==> config.mk <==
export PLATFORM = sky130hd
export DESIGN_NAME = bit_serializer
export DESIGN_NICKNAME = d
export VERILOG_FILES = /design/src/rtl/ser_pkg.sv /design/src/rtl/bit_serializer.sv
export SDC_FILE = /design/constraint.sdc
export NUM_CORES = 1
export LEC_CHECK = 0
export ABC_AREA = 1
export CORE_ASPECT_RATIO = 0.9
export CORE_UTILIZATION = 50
export CTS_CLUSTER_SIZE = 25
export DETAILED_ROUTE_END_ITERATION = 10
export PLACE_DENSITY = 0.7
export SLEW_MARGIN = 20
export SYNTH_ARGS = -nofsm -noshare
export SYNTH_HDL_FRONTEND = slang
export SYNTH_SLANG_ARGS = --single-unit
==> constraint.sdc <==
create_clock -name clk -period 1.8 [get_ports clk]
set_input_delay 0.27 -clock clk [delete_from_list [all_inputs] [get_ports clk]]
set_output_delay 0.27 -clock clk [all_outputs]
set_load 0.02 [all_outputs]
==> src/rtl/ser_pkg.sv <==
// Shared types and helpers for the bit serializer.
// Contents: FSM state enum, default word width, counter-width helper.
package ser_pkg;

    localparam int unsigned DEF_WORD_W = 8;

    typedef enum logic [0:0] {
        S_IDLE  = 1'b0,
        S_SHIFT = 1'b1
    } ser_state_t;

    // Bits needed to count 0..w inclusive.
    function automatic int unsigned cnt_w(input int unsigned w);
        return $clog2(w + 1);
    endfunction

endpackage

==> src/rtl/bit_serializer.sv <==
// Parallel-to-serial converter feeding the serial pattern detectors.
// Buffers one word ahead of the shifter so consecutive words stream with
// no gap, and emits one bit per bit_en_i strobe as a registered
// data_o/valid_o pair.
// Optional build macro SER_PARITY_EN: appends an even-parity bit to every
// word; word_done_o then marks the parity bit.
// Ports:
//   clk, rst                 clock, synchronous active-high reset
//   word_i/word_valid_i      parallel word and its valid
//   word_ready_o             holding register empty
//   bit_en_i                 bit-rate strobe
//   data_o/valid_o           serial bit and its one-cycle qualifier
//   word_done_o              pulse with the final bit of a word
//   busy_o                   shifting, or a word is held
module bit_serializer
    import ser_pkg::*;
#(
    parameter int unsigned WORD_W    = DEF_WORD_W,
    parameter bit          MSB_FIRST = 1'b1
) (
    input  logic              clk,
    input  logic              rst,
    input  logic [WORD_W-1:0] word_i,
    input  logic              word_valid_i,
    output logic              word_ready_o,
    input  logic              bit_en_i,
    output logic              data_o,
    output logic              valid_o,
    output logic              word_done_o,
    output logic              busy_o
);

    localparam int unsigned CNT_W = cnt_w(WORD_W);
`ifdef SER_PARITY_EN
    localparam int unsigned LAST_CNT = WORD_W;
`else
    localparam int unsigned LAST_CNT = WORD_W - 1;
`endif

    ser_state_t        state_q, state_d;
    logic [WORD_W-1:0] hold_q, hold_d;
    logic              hold_full_q, hold_full_d;
    logic [WORD_W-1:0] sh_q, sh_d;
    logic [CNT_W-1:0]  cnt_q, cnt_d;
    logic              data_d, valid_d, done_d, ready_d, busy_d;
    logic              cur_bit, is_last;
`ifdef SER_PARITY_EN
    logic              par_q, par_d;
`endif

    // State and datapath registers.
    always_ff @(posedge clk) begin
        if (rst) begin
            state_q      <= S_IDLE;
            hold_q       <= '0;
            hold_full_q  <= 1'b0;
            sh_q         <= '0;
            cnt_q        <= '0;
            data_o       <= 1'b0;
            valid_o      <= 1'b0;
            word_done_o  <= 1'b0;
            word_ready_o <= 1'b1;
            busy_o       <= 1'b0;
`ifdef SER_PARITY_EN
            par_q        <= 1'b0;
`endif
        end else begin
            state_q      <= state_d;
            hold_q       <= hold_d;
            hold_full_q  <= hold_full_d;
            sh_q         <= sh_d;
            cnt_q        <= cnt_d;
            data_o       <= data_d;
            valid_o      <= valid_d;
            word_done_o  <= done_d;
            word_ready_o <= ready_d;
            busy_o       <= busy_d;
`ifdef SER_PARITY_EN
            par_q        <= par_d;
`endif
        end
    end

    // Next-state, handshake and shifter control.
    always_comb begin
        state_d     = state_q;
        hold_d      = hold_q;
        hold_full_d = hold_full_q;
        sh_d        = sh_q;
        cnt_d       = cnt_q;
        data_d      = data_o;
        valid_d     = 1'b0;
        done_d      = 1'b0;
`ifdef SER_PARITY_EN
        par_d       = par_q;
`endif

        cur_bit = MSB_FIRST ? sh_q[WORD_W-1] : sh_q[0];
        is_last = (cnt_q == CNT_W'(LAST_CNT));

        // Acceptance and reload are mutually exclusive: one needs the slot
        // empty, the other needs it full.
        if (word_valid_i && !hold_full_q) begin
            hold_d      = word_i;
            hold_full_d = 1'b1;
        end

        case (state_q)
            S_IDLE: begin
                if (hold_full_q) begin
                    sh_d        = hold_q;
                    hold_full_d = 1'b0;
                    cnt_d       = '0;
`ifdef SER_PARITY_EN
                    par_d       = ^hold_q;
`endif
                    state_d     = S_SHIFT;
                end
            end
            S_SHIFT: begin
                if (bit_en_i) begin
                    valid_d = 1'b1;
`ifdef SER_PARITY_EN
                    data_d  = is_last ? par_q : cur_bit;
`else
                    data_d  = cur_bit;
`endif
                    if (is_last) begin
                        done_d = 1'b1;
                        // Reload from the holding register with no bubble.
                        if (hold_full_q) begin
                            sh_d        = hold_q;
                            hold_full_d = 1'b0;
                            cnt_d       = '0;
`ifdef SER_PARITY_EN
                            par_d       = ^hold_q;
`endif
                        end else begin
                            state_d = S_IDLE;
                        end
                    end else begin
                        sh_d  = MSB_FIRST ? {sh_q[WORD_W-2:0], 1'b0}
                                          : {1'b0, sh_q[WORD_W-1:1]};
                        cnt_d = cnt_q + CNT_W'(1);
                    end
                end
            end
            default: state_d = S_IDLE;
        endcase

        // Registered copies of functions of the next state.
        ready_d = !hold_full_d;
        busy_d  = (state_d == S_SHIFT) || hold_full_d;
    end

endmodule

# ---- Word-level counts from Yosys, hierarchy flattened
# Cells that the tools add are included.
dict set report classes {
  n_reduce_logical 7
  multipliers 0
  n_bitwise 2
  mux 19
  n_addsub 1
  div_mod_pow 0
  magnitude_cmp 0
  n_shift 0
  eq_ne 2
}
# op n
set ops {}
lappend ops {{$mux 8} 3}
lappend ops {{$pmux 8 s2} 1}
lappend ops {{$mux 4} 3}
lappend ops {{$mux 1} 9}
lappend ops {{$pmux 4 s2} 1}
lappend ops {{$add 4x1->4 const B} 1}
lappend ops {{$eq 4x3->1 const B} 1}
lappend ops {{$pmux 1 s2} 2}
lappend ops {{$reduce_or 3->1} 1}
lappend ops {{$logic_not 1->1} 2}
lappend ops {{$ne 2x2->1 const B} 1}
lappend ops {{$not 1->1} 2}
lappend ops {{$reduce_and 2->1} 1}
lappend ops {{$reduce_or 2->1} 1}
lappend ops {{$logic_and 1x1->1} 1}
lappend ops {{$logic_or 1x1->1} 1}
dict set report totals {
  romBits 0
  out_inout_bits 5
  in_bits 12
  ram_bits 0
  wordCells 41
  n_memories 0
  latchBits 0
  regBits 27
}

# ---- Longest topological paths before layout
dict set report depth {
  depth_word 8
  ltp_mapped 8
  mapped_depth_nobuf 8
}

# ---- Worst setup path before layout
# OpenSTA, ideal clock, no wires.
dict set report synth_timing {
  path_kind {register to register}
  start {register cnt_q[1]}
  end {register sh_q[4]}
  path_buffers 0
  arrival_ns 1.156
  t_required_ns 1.688
  setup_ns 0.112
  period_less_slack_ns 1.267
  slack_ns 0.533
  path_stages_with_launch 9
  cell_sequence {dfxtp_1 ha_1 nand3_4 nand2_4 nand2_2 nand2_4 inv_4 nor2_1 nor2_1}
}
dict set report synth_via {
  elab_chain_len 4
}
# item line_no
set synth_rtl {}
lappend synth_rtl {{from (decl)} bit_serializer.sv:44} ;# logic [CNT_W-1:0] cnt_q, cnt_d;
lappend synth_rtl {{from (signal assigned)} bit_serializer.sv:72} ;# cnt_q <= cnt_d;
lappend synth_rtl {{$eq 4x3->1} bit_serializer.sv:99} ;# is_last = (cnt_q == CNT_W'(LAST_CNT));
lappend synth_rtl {{$mux 8} bit_serializer.sv:128} ;# if (is_last) begin
lappend synth_rtl {{$mux 8} bit_serializer.sv:121} ;# if (bit_en_i) begin
lappend synth_rtl {{$pmux 8 s2} bit_serializer.sv:108} ;# case (state_q)
lappend synth_rtl {{to (signal assigned)} bit_serializer.sv:57} ;# sh_q <= '0;
lappend synth_rtl {{to (signal assigned)} bit_serializer.sv:71} ;# sh_q <= sh_d;
lappend synth_rtl {{to (decl)} bit_serializer.sv:43} ;# logic [WORD_W-1:0] sh_q, sh_d;
# No other way between the ends. The select of a mux whose other input is x is not followed.
# A chain may end at the register's enable or synchronous reset.

# ---- Final worst setup path
dict set report layout_timing {
  start {register data_o}
  end {output data_o}
}
# item line_no
set layout_lines {}
lappend layout_lines {{from (decl)} bit_serializer.sv:27} ;# output logic data_o,
lappend layout_lines {{from (signal assigned)} bit_serializer.sv:73} ;# data_o <= data_d;
# No word-level cell between the ends.

==> results.cfg <==
[sta]
fin_crit_sh_pct = 86.83
tightest_slew_ns = 0.5112
holdWs_ns = 0.4793
fmax_ghz = 0.6399
setup_slack_ns = 0.2371
setup_tns_ns = 0
finalMaxSlewViolations = 0
finalCriticalPeriod_ns = 1.563
clock_skew_ns = 0.002492
setup-violations-final = 0
grt_setup_unrepaired = no
slew_headroom_pct = 65.88
hold_violations = 0

[placed_design]
dp_cells = 195
hpwl_um = 1729
post-place-ws_ns = 0.2329
numPortBuffers = 16
gp_congestion = 0.7852

[clocking]
postCtsSetupBuffers = 0
cts-root-buf = clkbuf_4
cts_hold_buffers = 0
cts_tree = done
clk_latency_ns = 0.32
cts_buffers = 3
htreeDepth = 1
clockBufferDepth = 2
cts.sinks = 27
cts_resized = 0
path_clk_slew_ns = 0.14

[yosys]
yosysTopAreaCell = dfxtp_1
syn_nets = 168
synth_compound_area_share_pct = 10.74
ys_warn_count = 0
synthAdderAreaFrac_pct = 1.064
synth_top_cell_area_share_pct = 45.96
synth_ff_type = dfxtp_1
synth_top_family_by_area = simple AND/OR/NAND/NOR gates
yosysMostFrequentCell = nor2_1
synth_cells = 155
synth_edf_count = 0
netlist-cell-type-count = 20
muxShareOfSynthArea_pct = 0
synth_area_leaders = dfxtp_1, nor2_1, nand3_1
ys_ff_latch = 27
yosys.area_share.simple_pct = 35.00
netlist_area_um2 = 1176
synth_top_cells_by_count = nor2_1, dfxtp_1, nand3_1
synth_xor_area_share_pct = 0
synthArstFlopShare_pct = 0
syn_avg_cell_area_um2 = 7.588
yosysSeqAreaShare_pct = 45.96

[floorplan]
core_um2 = 2202
start_util_pct = 53.41
die_h_um = 48.01
die_w_um = 53.13
rows = 16
dieArea_um2 = 2551
io_pins = 17

[pwr]
p_leak_nw = 0.5761
power.share.combinational_pct = 18.2
internal-power_w = 0.0008263
totalPowerFinal_w = 0.001154
pwr_density_cell_nw_per_um2 = 834.7
clkPwrFrac_pct = 23.4
p_seq_share_pct = 58.4
switchingPower_w = 0.0003277
ir_worst_vdd_mv = 0.7496
power.switching_fraction_pct = 28.40

[layout]
n_fill_cell = 200
fin_cells = 199
antenna_cells = 0
drive_above_1_share_pct = 14.53
syn_to_final_growth_pct = 17.55
fin_nets = 186

[setup_path]
r2r_start = cnt_q[1]
required_ns = 1.53
path_cells = clkdlybuf4s50_1
cpLargestDelayFamily = buffers and inverters
crit_slowest_cell = clkdlybuf4s50_1
path_class = reg2out
max_stage_delay_ns = 0.61
end_kind = output pin
setup.worst_path.start = data_o
worst-path-buf-inv = 1
cp-start-kind = flip-flop
cp.arrival_ns = 1.29
path_max_fanout = 2

[route]
drtAntennaViolNets = 0
drc = 0
wl_um = 2285
vias_per_cell = 5.075
drt_pass1_iterations = 4
drt_iter0_drc = 25
vias = 1010
wl_per_cell_um = 11.48

[worst_hold_path]
hold_class = reg2reg
hold_start = hold_q[6]

[global_routing]
grt_first_pass_wirelength_um = 3857
grt_overflow = 0
antenna_found_initial = 0
grt_usage_pct = 21.52
grt_pass1_vias = 896
grt_max_degree = 19

[outcome]
outcome = finished clean

[run]
cap_violations = 0
-- per-stage QoR --
step                area [um^2]  util [%]
finish                     1383     62.78
global placement           1351     61.36
floorplan                  1176         -
global route               1383     62.78
CTS                        1383     62.78
detailed placement         1351     61.36
-- worst paths after layout --
kind               end  cells after the start  slack [ns]
max             data_o                      1        0.24
min          hold_q[6]                      2        0.48
max reg2reg    sh_q[7]                      8        0.34
min reg2reg  hold_q[6]                      2        0.48
-- power by group through the flow --
stage,logic (W),clock network (W),registers (W)
floorplan,0.000140,0,0.000689
global route,0.000239,0.000303,0.000679
finish,0.000210,0.000270,0.000674
global placement,0.000205,0,0.000687
CTS,0.000210,0.000280,0.000674
detailed placement,0.000210,0,0.000687
-- registers in the layout, summed over array words and instances (netlist names) --
| signal | flops |
|---|---|
| data_o | 1 |
| hold_q | 8 |
| busy_o | 1 |
| cnt_q | 4 |
| word_done_o | 1 |
| valid_o | 1 |
| word_ready_o | 1 |
| state_q | 1 |
| hold_full_q | 1 |
| sh_q | 8 |
-- cells by family (layout without fill, tap and decap cells) --
group / Yosys count / after routing
and+or+nand+nor: 85 / 85
buffers and inverters: 19 / 36
adders and majority gates: 1 / 1
DFF: 27 / 27
AOI/OAI and AO/OA: 23 / 23
-- placed cells by master, fill, tap and decap left out --
master | netlist | layout
o21ai_1 | 3 | 3
o21ai_0 | 11 | 11
a21oi_1 | 6 | 6
clkdlybuf4s50_1 | 0 | 16
buf_4 | 0 | 1
inv_4 | 1 | 1
nor2_2 | 2 | 2
a21oi_2 | 3 | 3
nand4_1 | 1 | 1
nand2_1 | 14 | 14
inv_1 | 8 | 8
nand3b_1 | 5 | 5
nand2_2 | 4 | 4
nand3_1 | 16 | 16
nand2_4 | 3 | 3
clkbuf_4 | 0 | 3
inv_2 | 6 | 6
nor2_1 | 39 | 39
ha_1 | 1 | 1
nand3_4 | 1 | 1
inv_6 | 0 | 1
dfxtp_1 | 27 | 27
-- routing by layer --
| layer | track usage, % | wire [um] | up-vias | share of wire [%] |
|---|---|---|---|---|
| li1 | - | - | 533 | - |
| met1 | 29.71 | 1130 | 446 | 49 |
| met2 | 33.42 | 1017 | 29 | 45 |
| met3 | 5.714 | 125 | 2 | 5.5 |
| met4 | 5.789 | 12 | 0 | 0.53 |
| met5 | 0 | 0 | - | 0 |
-- layout make-up --
| class | count | area (um^2) | area share, % |
|---|---|---|---|
| Clock buffer | 3 | 22.52 | 1.629 |
| Clock inverter | 1 | 8.758 | 0.6335 |
| Inverter | 15 | 58.81 | 4.253 |
| Multi-Input combinational cell | 109 | 550.5 | 39.82 |
| Sequential cell | 27 | 540.5 | 39.09 |
| Tap cell | 27 | 33.78 | 2.443 |
| Timing Repair Buffer | 17 | 167.7 | 12.13 |
-- worst register-to-register path, cell delays in order, from the launching register on --
cell and delay [ns]:
dfxtp_1 0.40, ha_1 0.26, nand3_4 0.18, nand2_4 0.16
nand2_2 0.09, nand2_4 0.10, inv_4 0.06, nor2_1 0.09
nor2_1 0.05
(Power assumes the default switching activity.)
